**config.mk**
```make
export PLATFORM = sky130hd
export DESIGN_NAME = instr_queue
export DESIGN_NICKNAME = d
export VERILOG_FILES = /design/src/rtl/instr_queue.sv
export SDC_FILE = /design/constraint.sdc
export NUM_CORES = 1
export LEC_CHECK = 0
export ABC_AREA = 1
export BUFFER_PORTS_ARGS = -buffer_cell sky130_fd_sc_hd__buf_2
export CAP_MARGIN = 20
export CELL_PAD_IN_SITES_DETAIL_PLACEMENT = 2
export CELL_PAD_IN_SITES_GLOBAL_PLACEMENT = 2
export CORE_MARGIN = 2
export CORE_UTILIZATION = 42
export DETAILED_ROUTE_END_ITERATION = 6
export PLACE_DENSITY_LB_ADDON = 0.1
export SETUP_SLACK_MARGIN = 0.15
export SYNTH_ARGS = -nofsm -noshare
export SYNTH_HDL_FRONTEND = slang
export SYNTH_SLANG_ARGS = --single-unit
export TNS_END_PERCENT = 30
```
**constraint.sdc**
```tcl
create_clock -name clk -period 15.45 [get_ports clk]
set_input_delay 3.09 -clock clk [delete_from_list [all_inputs] [get_ports clk]]
set_output_delay 3.09 -clock clk [all_outputs]
set_load 0.05 [all_outputs]
```
**src/rtl/instr_queue.sv**
```systemverilog
// Fetch-to-decode instruction queue: DEPTH-entry circular buffer of {instr, pc}
// pairs, flushed on redirect. Optional same-cycle pass-through when IQ_BYPASS_EN is defined.
module instr_queue #(
  parameter int BITS  = 32,
  parameter int DEPTH = 4
) (
  input  logic                     clk,
  input  logic                     rst,
  input  logic                     in_valid,
  input  logic [BITS-1:0]          in_instr,
  input  logic [BITS-1:0]          in_pc,
  output logic                     in_ready,
  input  logic                     flush,
  output logic                     out_valid,
  output logic [BITS-1:0]          out_instr,
  output logic [BITS-1:0]          out_pc,
  input  logic                     out_ready,
  output logic [$clog2(DEPTH):0]   count,
  output logic                     full,
  output logic                     empty
);

  localparam int PW = $clog2(DEPTH);
  localparam int CW = PW + 1;

  logic [PW-1:0]   wr_ptr_reg, wr_ptr_next;
  logic [PW-1:0]   rd_ptr_reg, rd_ptr_next;
  logic [CW-1:0]   count_reg, count_next;
  logic [BITS-1:0] instr_mem [DEPTH];
  logic [BITS-1:0] pc_mem    [DEPTH];
  logic [DEPTH-1:0] entry_we;

  logic stored_full, stored_empty, active;
  logic bypass, through;
  logic push, pop, write_en, read_adv;

  assign stored_full  = (count_reg == CW'(DEPTH));
  assign stored_empty = (count_reg == '0);
  assign active       = rst && !flush;

`ifdef IQ_BYPASS_EN
  assign bypass = stored_empty && in_valid && active;
`else
  assign bypass = 1'b0;
`endif

  // Ready never looks at out_ready, keeping decode -> fetcher free of comb paths.
  assign in_ready  = active && !stored_full;
  assign out_valid = active && (!stored_empty || bypass);

  assign push    = in_valid && in_ready;
  assign pop     = out_valid && out_ready;
  // A bypassed instruction consumed in the same cycle never touches storage.
  assign through  = bypass && out_ready;
  assign write_en = push && !through;
  assign read_adv = pop && !stored_empty;

  always_comb begin
    out_instr = '0;
    out_pc    = '0;
    if (out_valid) begin
`ifdef IQ_BYPASS_EN
      if (stored_empty) begin
        out_instr = in_instr;
        out_pc    = in_pc;
      end else begin
        out_instr = instr_mem[rd_ptr_reg];
        out_pc    = pc_mem[rd_ptr_reg];
      end
`else
      out_instr = instr_mem[rd_ptr_reg];
      out_pc    = pc_mem[rd_ptr_reg];
`endif
    end
  end

  always_comb begin
    wr_ptr_next = wr_ptr_reg + PW'(write_en);
    rd_ptr_next = rd_ptr_reg + PW'(read_adv);
    count_next  = count_reg;
    case ({write_en, read_adv})
      2'b10:   count_next = count_reg + CW'(1);
      2'b01:   count_next = count_reg - CW'(1);
      default: count_next = count_reg;
    endcase
  end

  always_ff @(posedge clk) begin
    if (!rst || flush) begin
      wr_ptr_reg <= '0;
      rd_ptr_reg <= '0;
      count_reg  <= '0;
    end else begin
      wr_ptr_reg <= wr_ptr_next;
      rd_ptr_reg <= rd_ptr_next;
      count_reg  <= count_next;
    end
  end

  genvar gi;
  generate
    for (gi = 0; gi < DEPTH; gi++) begin : g_entry_we
      assign entry_we[gi] = write_en && (wr_ptr_reg == PW'(gi));
    end
  endgenerate

  // Storage is unreset; only entries between rd_ptr and wr_ptr are ever shown.
  always_ff @(posedge clk) begin
    for (int i = 0; i < DEPTH; i++) begin
      if (entry_we[i]) begin
        instr_mem[i] <= in_instr;
        pc_mem[i]    <= in_pc;
      end
    end
  end

  assign count = rst ? count_reg : '0;
  assign full  = rst && stored_full;
  assign empty = !rst || stored_empty;

endmodule
```
==> metrics <==
footprint of the multi-input gates=2480 µm²; initial antenna violation count=3; Die Y-Extent=163 µm; met3 wire length=1.16 mm; mean post-synth cell area=12.1 µm²; fmax=0.127 GHz; sequential power share=0.549; clk buf depth=3; RSZ-0062 raised after global routing=false; register area=7830 µm²; Hold Slack=0.587 ns; Yosys Warn Count=0; Worst-path clk slew=0.06 ns; leading area contributor after synthesis=edfxtp_1; Clock power frac=0.421; synth top area cells=edfxtp_1 72%, nand2_1 9.4%, nor2_1 4.8%; NumNets Final=1,088; Synth Area in Compound Gates=0.0765; commonest cells after routing, fill and taps aside=266 x nand2_1, 256 x edfxtp_1, 139 x buf_2; fillers=2,519; Iteration-0 DRC Markers=377; endpoint class of the critical path=output pin; syn nets=956; worst path arrival time=4.75 ns; setup violators final=0; port bufs=139; remaining routing DRC violations=0; post-synth top area share=0.720; met2 wire len=14.9 mm; Syn Inst Count=883; Comb pwr share=0.030; CTS root buf=clkbuf_16; mux cell area share after synthesis=0; Die ar.=26,700 µm²; Cell Pwr Density=116 nW/µm²; initial core utilization=0.426; Netlist cell types=21; Sink Count=263; status=completed; Net Sw Frac=0.207; CP peak stage delay=0.76 ns; largest net degree at the start of global routing=97; via count=7,008; minimum clock period=7.84 ns; fin. max-slew vios=0; worst skew pair latency=0.53 ns; cell leakage power=4.84 nW; Int Pwr=0.00114 W; GP Congestion=0.705; Critical Path Start=rst; DR vias/cell=5.12; CP cell instances=buf_2, inv_2, nor2_4, nand2_4, buf_4, a21oi_1, buf_2; Setup CP Type=primary input to output pin; Synth Area in XOR/XNOR=0.00164; Tcrit/Tclk final=0.508; most common cell after layout, fill and taps aside=nand2_1; Core Box Area=25,000 µm²; Crit-path slowest cell=buf_4; Total GRT Usage=0.212; largest family of logic cells by synthesized area=simple AND/OR/NAND/NOR gates; startpoint class of the critical path=primary input; # hold bufs at CTS=0; share of layout cells above drive strength 1=0.227; Peak VDD IR=86.2 µV; CTS Buf Count=28; Chip Width=163 µm; vias in the first global route=7,872; Post-Synth Adder-Cell Area=0.00539; GRT overflow=0; HPWL Detailed=16.2 mm; Post CTS Setup Buffer Count=0; crit-path max FO=50; area grow syn2layout=16.4%; Hold Vio Cnt, Final=0; simple-gate share of the synthesized area=0.146; Worst Path Required=12.36 ns; wire length on met1=11.7 mm; highest routed layer=met4; number of synthesized register bits=263; worst slew pin tran=1.08 ns; Post-DRT Antenna Nets=0; site row count=58; total wire length=28.2 mm; reg2reg start=count_reg[1]; setup TNS=0 ns; post-cts sizing count=0; TritonRoute pass-1 iters=5; Synth Cell Area=10,700 µm²; first-pass GRT wire length=43.5 mm; register area share after synthesis=0.734; H-Tree Depth=1; net switching power=0.000298 W; Hold WC Path Type=register to register; HP Start=count_reg[0]; clk_skew=0.00977 ns; CTS tree=done; worst rel slew slack=0.279; wire length per cell=20.6 µm; max-cap violation count=0; cell mode on critical path=buf_2; I/O pins=140
-- final cells by class --
type | instances | share of cell area
diodes | 6 | 0.00121
clock buffers | 39 | 0.0615
multi-input cells | 550 | 0.200
inverters | 21 | 0.00675
flip-flops and latches | 263 | 0.631
clock inverters | 10 | 0.00373
repair buffers | 151 | 0.0633
well taps | 330 | 0.0333
-- power by group through the flow --
stage                     Clock, W  Combinational, W  Sequential, W
final                     0.000605         0.0000435       0.000791
after floorplan                  0         0.0000200       0.000806
after CTS                 0.000618         0.0000443       0.000791
after global placement           0         0.0000408       0.000805
after global routing      0.000645         0.0000478       0.000791
after detailed placement         0         0.0000435       0.000806
-- worst paths after layout --
kind         slack (ns)            to  depth (start not counted)
max                7.61    out_pc[25]                          7
min                0.59  count_reg[0]                          2
max reg2reg       12.50  count_reg[2]                         14
min reg2reg        0.59  count_reg[0]                          2
-- metrics by stage --
step | instance area, µm² | utilization | total power [W] | worst slack (ns) | cells
detailed placement | 11600 | 0.463 | 0.000849 | 7.59 | 1315
global placement | 11600 | 0.463 | 0.000846 | 7.64 | 1315
floorplan | 10700 | - | 0.000826 | 7.09 | 883
CTS | 12400 | 0.495 | 0.00145 | 7.57 | 1364
finish | 12400 | 0.496 | 0.00144 | 7.61 | 1370
global route | 12400 | 0.495 | 0.00148 | 7.49 | 1365
-- worst max-delay path, delay by kind of cell --
family	cells	cell delay (ns)
buffers and inverters	4	1.23
AO/OA/AOI/OAI	1	0.13
AND/OR/NAND/NOR	2	0.30
-- cell usage after synthesis --
| cell type | n |
|---|---|
| nand2_1 | 266 |
| edfxtp_1 | 256 |
| nor2_1 | 136 |
| o21ai_0 | 66 |
| a21oi_2 | 40 |
| a21oi_1 | 27 |
| buf_2 | 23 |
| inv_1 | 19 |
| buf_6 | 9 |
| clkbuf_1 | 9 |
| buf_4 | 8 |
| dfxtp_1 | 7 |
| nor3_1 | 4 |
| ha_1 | 3 |
| inv_2 | 2 |
| nand3_1 | 2 |
| xnor2_1 | 2 |
| fa_1 | 1 |
| nand2_2 | 1 |
| nand4_1 | 1 |
| nor2_4 | 1 |
-- logic make-up after synthesis --
kind of cell	count (synthesis)
AO/OA/AOI/OAI	133
XOR/XNOR	2
flip-flops	263
adder cells (fa/ha/maj)	4
AND/OR/NAND/NOR	411
buffers and inverters	70
-- metal layers --
| layer | vias to the layer above | track usage |
|---|---|---|
| li1 | 3283 | - |
| met1 | 3547 | 0.266 |
| met2 | 142 | 0.393 |
| met3 | 36 | 0.0279 |
| met4 | 0 | 0.0402 |
| met5 | - | 0 |
(Power assumes the default switching activity.)
